### src/rtl/seq_detect_sched.sv
// Programmable serial pattern detector: bytes in over valid/ready, shifted MSB-first
// through a compare window; counts matches and raises a sticky threshold interrupt.
module seq_detect_sched #(
  parameter int unsigned PAT_W = 4,
  parameter int unsigned LEN_W = 3,
  parameter int unsigned CNT_W = 8
) (
  input  logic             clk,
  input  logic             reset_n,
  input  logic [PAT_W-1:0] cfg_pattern,
  input  logic [LEN_W-1:0] cfg_len,
  input  logic             cfg_overlap,
  input  logic [CNT_W-1:0] cfg_thresh,
  input  logic             start,
  input  logic             stop,
  input  logic             in_valid,
  input  logic [7:0]       in_data,
  output logic             in_ready,
  output logic             busy,
  output logic             seq_seen,
  output logic [CNT_W-1:0] match_count,
  output logic             irq,
  input  logic             irq_clr
);

  typedef enum logic [1:0] {
    ST_IDLE  = 2'd0,
    ST_ARMED = 2'd1,
    ST_SHIFT = 2'd2
  } state_e;

  state_e             state_q, state_d;
  logic [7:0]         byte_q, byte_d;
  logic [2:0]         bit_cnt_q, bit_cnt_d;
  logic [PAT_W-1:0]   window_q, window_d;
  logic [LEN_W-1:0]   fill_q, fill_d;
  logic [PAT_W-1:0]   pat_q, pat_d;
  logic [LEN_W-1:0]   len_q, len_d;
  logic               ovl_q, ovl_d;
  logic [CNT_W-1:0]   thresh_q, thresh_d;
  logic               seq_seen_q, seq_seen_d;
  logic [CNT_W-1:0]   count_q, count_d;
  logic               irq_q, irq_d;

  logic               accept;
  logic [PAT_W-1:0]   win_next;
  logic [PAT_W-1:0]   mask;
  logic [LEN_W-1:0]   fill_inc;
  logic [LEN_W-1:0]   len_clamped;
  logic               match;

  // Ready combines the idle-armed case with the last bit of a byte so streams run gap-free.
  assign in_ready = ((state_q == ST_ARMED) |
                     ((state_q == ST_SHIFT) & (bit_cnt_q == 3'd0))) & ~stop;
  assign busy        = (state_q != ST_IDLE);
  assign seq_seen    = seq_seen_q;
  assign match_count = count_q;
  assign irq         = irq_q;
  assign accept      = in_valid & in_ready;

  assign len_clamped = (cfg_len > LEN_W'(PAT_W)) ? LEN_W'(PAT_W) : cfg_len;

  // Window compare for the bit that enters on the next shift edge.
  always_comb begin
    win_next = {window_q[PAT_W-2:0], byte_q[7]};
    fill_inc = (fill_q < len_q) ? LEN_W'(fill_q + 1'b1) : fill_q;
    for (int unsigned i = 0; i < PAT_W; i++) begin
      mask[i] = (LEN_W'(i) < len_q);
    end
    match = (len_q != '0) && (fill_inc >= len_q) &&
            ((win_next & mask) == (pat_q & mask));
  end

  always_comb begin
    state_d    = state_q;
    byte_d     = byte_q;
    bit_cnt_d  = bit_cnt_q;
    window_d   = window_q;
    fill_d     = fill_q;
    pat_d      = pat_q;
    len_d      = len_q;
    ovl_d      = ovl_q;
    thresh_d   = thresh_q;
    seq_seen_d = 1'b0;
    count_d    = count_q;
    irq_d      = irq_q & ~irq_clr;

    if (stop) begin
      state_d  = ST_IDLE;
      window_d = '0;
      fill_d   = '0;
    end else begin
      case (state_q)
        ST_IDLE: begin
          if (start) begin
            state_d  = ST_ARMED;
            pat_d    = cfg_pattern;
            len_d    = len_clamped;
            ovl_d    = cfg_overlap;
            thresh_d = cfg_thresh;
            count_d  = '0;
            window_d = '0;
            fill_d   = '0;
            irq_d    = 1'b0;
          end
        end
        ST_ARMED: begin
          if (accept) begin
            state_d   = ST_SHIFT;
            byte_d    = in_data;
            bit_cnt_d = 3'd7;
          end
        end
        ST_SHIFT: begin
          byte_d     = {byte_q[6:0], 1'b0};
          bit_cnt_d  = 3'(bit_cnt_q - 1'b1);
          window_d   = win_next;
          fill_d     = (match && !ovl_q) ? '0 : fill_inc;
          seq_seen_d = match;
          // Saturated counter neither wraps nor re-fires the interrupt.
          if (match && !(&count_q)) begin
            count_d = CNT_W'(count_q + 1'b1);
            if ((thresh_q != '0) && (CNT_W'(count_q + 1'b1) == thresh_q)) begin
              irq_d = 1'b1;
            end
          end
          if (bit_cnt_q == 3'd0) begin
            if (accept) begin
              byte_d    = in_data;
              bit_cnt_d = 3'd7;
            end else begin
              state_d = ST_ARMED;
            end
          end
        end
        default: state_d = ST_IDLE;
      endcase
    end
  end

  always_ff @(posedge clk or negedge reset_n) begin
    if (!reset_n) begin
      state_q    <= ST_IDLE;
      byte_q     <= '0;
      bit_cnt_q  <= '0;
      window_q   <= '0;
      fill_q     <= '0;
      pat_q      <= '0;
      len_q      <= '0;
      ovl_q      <= 1'b0;
      thresh_q   <= '0;
      seq_seen_q <= 1'b0;
      count_q    <= '0;
      irq_q      <= 1'b0;
    end else begin
      state_q    <= state_d;
      byte_q     <= byte_d;
      bit_cnt_q  <= bit_cnt_d;
      window_q   <= window_d;
      fill_q     <= fill_d;
      pat_q      <= pat_d;
      len_q      <= len_d;
      ovl_q      <= ovl_d;
      thresh_q   <= thresh_d;
      seq_seen_q <= seq_seen_d;
      count_q    <= count_d;
      irq_q      <= irq_d;
    end
  end

endmodule

### config.mk
export PLATFORM = sky130hd
export DESIGN_NAME = seq_detect_sched
export DESIGN_NICKNAME = d
export VERILOG_FILES = /design/src/rtl/seq_detect_sched.sv
export SDC_FILE = /design/constraint.sdc
export NUM_CORES = 1
export LEC_CHECK = 0
export ABC_AREA = 1
export CELL_PAD_IN_SITES_DETAIL_PLACEMENT = 0
export CELL_PAD_IN_SITES_GLOBAL_PLACEMENT = 1
export CORE_MARGIN = 4
export CORE_UTILIZATION = 40
export CTS_CLUSTER_DIAMETER = 50
export CTS_CLUSTER_SIZE = 40
export DETAILED_ROUTE_END_ITERATION = 6
export HOLD_SLACK_MARGIN = 0.06
export PLACE_DENSITY = 0.77
export RECOVER_POWER = 100
export SETUP_SLACK_MARGIN = 0.3
export SYNTH_ARGS = -nofsm -noshare
export SYNTH_HDL_FRONTEND = slang
export SYNTH_SLANG_ARGS = --single-unit
### constraint.sdc
create_clock -name clk -period 6 [get_ports clk]
set_input_delay 1.2 -clock clk [delete_from_list [all_inputs] [get_ports clk]]
set_output_delay 1.2 -clock clk [all_outputs]
set_load 0.01 [all_outputs]
==> results.txt <==
- Filler cell count: 656
- Number of synthesized flops with an enable pin: 0
- Level count of the clock H-tree: 2
- The number of nets in the synthesized netlist is 380.
* Switching Fraction: 32.33%
* Maximum number of pins on one net before global-route repair: 46
- Cells with a size suffix above 1 make up 5.195% of the layout.
- For this block, the routed nets add up to 5.881 mm of wire.
- Setup fix buffers added after clock tree synthesis: 0
- Summed over all layers, the global routing overflow is 0.
- Of the synthesized area, sequential elements account for 42.92%.
* Setup Crit Path Kind: input pin to output pin
- The internal power of the cells totals 616.7 uW.
- The biggest area contributor in the post-synthesis netlist is dfrtp_1.
* Power density normalized to cell area: 288.6 nW/um^2
* Async set-or-reset flop fraction in the synthesized netlist: 100.0%
* Synthesized instance count: 341
- Max-slew violations: 72
- Once the clock tree was built, the resizer swapped 0 gates to a different size.
- Headroom to the max-slew limit came out at -61.42%.
* Clock Skew: 0.01091 ns
* Warning count from the yosys run: 0
* Data required, critical path: 4.80 ns
- # diodes: 0
- Critical path fanouts, max: 7
- CTS tree: yes
* Std-Cell Rows: 29
- IO buf count: 41
- Insertion delay of the later-clocked pin in the worst-skew pair: 0.29 ns
- Peak ir drop on the vdd network: 0.1694 mV
* Avg WL per Cell: 12.73 um
- Number of primary I/O pins: 42
- DRC Markers: 0
- The number of global-route vias before repair was 2250.
- The floorplan step defined a core boundary enclosing 6350 sq um.
- Combinational power share: 29.3%
- Setup repair after global routing left no endpoint under its margin.
- Failing checks: capacitance limit, slew limit
- Sink Count: 45
* Net switching power: 294.7 uW
- 1st-iter DRT viols: 86
- Die X-Extent: 88.99 um
- Final clock period utilization by the worst path: 77.98%
- Post-Place Cell Area: 3089 sq um
- The smallest clock period supported by the final layout is computed as 4.679 ns.
- Synth unique cells: 29
- Post-route antenna net violation count: 0
* Global-route usage over all layers: 16.54%
- In this run the worst hold path is classified as register to register.
- Max-cap check violation count: 2
* Run status: complete, but fails checks
- Mapped Avg Cell Area: 7.694 sq um
- The number of hold buffers added after CTS was 0.
- After clock tree synthesis, the clock-pin slew on the worst setup and hold paths is 0.07 ns.
- Fraction of power consumed by sequential logic: 44.9%
- Fmax achieved: 0.2137 GHz
- Master cell of the clock root buffer: clkbuf_8
- In this run the biggest area consumer among cell types represents 42.92% of the synthesized area.
* Ys flop type: dfrtp_1
- The die is 88.99 um tall.
- After the last flow step, the layout net total stands at 423.
- The first global-routing pass estimated 10.29 mm of wire.
* Instance count along the most critical hold path: 2
- Cell types with the largest area share after synthesis: dfrtp_1 43%, nand2_1 14%, nand3_1 8.8%
* Post-layout instance area: 3158 sq um
* Slew @ Worst Pin: 2.421 ns
* TritonCTS buffer count: 5
- Starting density of the core: 41.32%
- Avg Vias per Cell: 4.989
- Setup-failing EPs final: 0
* HPWL after detailed placement: 4.378 mm
- Via count: 2305
- Per report_power, the clock group accounts for 25.9% of the total.
- Number of antenna violations at the first check in global routing: 0
* Element type at the critical path start: input pin
- Routability cong.: 0.8344
- Static Leakage: 0.001590 uW
- In this run, synthesis produced a sequential element count of 45.
- Number of search-and-repair iterations in the first detailed-routing pass: 4
- Data on the critical path arrives at its endpoint at 3.48 ns.
- The clock passes through at most 2 buffers.
- Area of the die: 7919 sq um
- Relative to the synthesized area, the layout overhead comes to 20.36%.
- STA classifies the critical path endpoint as an output pin.
* Depth of the worst register-to-register path: 9
- Number of hold-slack violations in the final timing report: 0
- In this run the cell area of the synthesized design comes to 2624 sq um.
- After routing, the total negative slack on setup checks comes to 0 ns.
## flip-flops by register name, indices dropped and copies added (netlist names), 2 cells and up
register	count
byte_q	8
state_q	2
window_q	3
pat_q	4
match_count	8
len_q	3
thresh_q	8
bit_cnt_q	3
fill_q	3
## final cells by class
| class | instances | area (sq um) | share of cell area [%] |
|---|---|---|---|
| clock inverter | 1 | 30.03 | 0.9509 |
| clock buffer | 7 | 86.33 | 2.734 |
| inverter | 50 | 187.7 | 5.943 |
| multi-input combinational | 241 | 1227 | 38.87 |
| timing repair buffer | 41 | 404.1 | 12.80 |
| tap | 77 | 96.34 | 3.051 |
| sequential | 45 | 1126 | 35.66 |
## final timing paths
path                               end       start  slack (ns)
max in group asynchronous  thresh_q[6]     reset_n        2.99
setup reg to reg              len_q[0]  state_q[0]        2.66
setup / recovery              in_ready        stop        1.32
hold / removal                   ovl_q       ovl_q        0.47
hold reg to reg                  ovl_q       ovl_q        0.47
min in group asynchronous     len_q[0]     reset_n        1.65
## critical path, cell delays in order
cell	delay, ns
dlygate4sd3_1	0.56
nor2_1	0.29
nand2_1	0.24
o21ai_0	0.53
clkdlybuf4s50_1	0.65
## kinds of logic (layout without fill, tap and decap cells)
family | after synthesis | count (layout) | synth area share (%)
DFF | 45 | 45 | 42.92
buffers and inverters | 55 | 99 | 8.536
adders and majority gates | 9 | 9 | 4.292
and+or+nand+nor | 186 | 186 | 33.05
xor gates and xnor gates | 2 | 2 | 0.6677
AOI/OAI and AO/OA | 44 | 44 | 10.54
## power by group through the flow
stage | Clock (uW) | Sequential [uW] | Combinational (uW)
floorplan | 0 | 405 | 204
detailed placement | 0 | 415 | 275
finish | 236 | 409 | 267
global placement | 0 | 416 | 272
global route | 254 | 419 | 310
CTS | 245 | 410 | 277
## stage by stage
stage          worst slack (ns)  total power, uW  utilization, %  cells  hold slack [ns]
6_report                  1.321            911.4           49.73    462           0.4655
2_1_floorplan             3.181            609.0               -    341           0.4332
5_1_grt                   1.194            983.7           49.73    462           0.4991
3_5_place_dp              2.066            690.4           48.65    454           0.4504
3_3_place_gp              2.074            687.5           48.65    454           0.4477
4_1_cts                   2.048            932.5           50.48    462           0.4695
## layer usage
metal	wire length [um]	GRT usage (%)	vias to the layer above
met3	209	3.134	7
met4	71	4.465	0
li1	-	-	1194
met2	2685	27.33	37
met1	2914	22.33	1067
met5	0	0	-
## Yosys cell counts, types with 3 or more instances
cell	number
nor2_2	8
inv_1	47
inv_2	3
nand3_1	46
nor2_4	3
nand2_4	3
o21ai_0	18
a21oi_1	5
nor3_1	3
o22ai_1	9
ha_1	9
o21bai_1	8
nand2_1	96
nor2_1	13
nand4_1	3
dfrtp_1	45
nand3b_1	6
## cells in the final DEF (no fill, tap or decap), types with 8 or more instances in the layout
cell type        instances
dlygate4sd3_1           13
ha_1                     9
nand3_1                 46
dfrtp_1                 45
clkdlybuf4s50_1         27
o22ai_1                  9
nand2_1                 98
o21ai_0                 19
nor2_1                  17
o21bai_1                 8
inv_1                   47
Power figures use the tool's default switching activity.
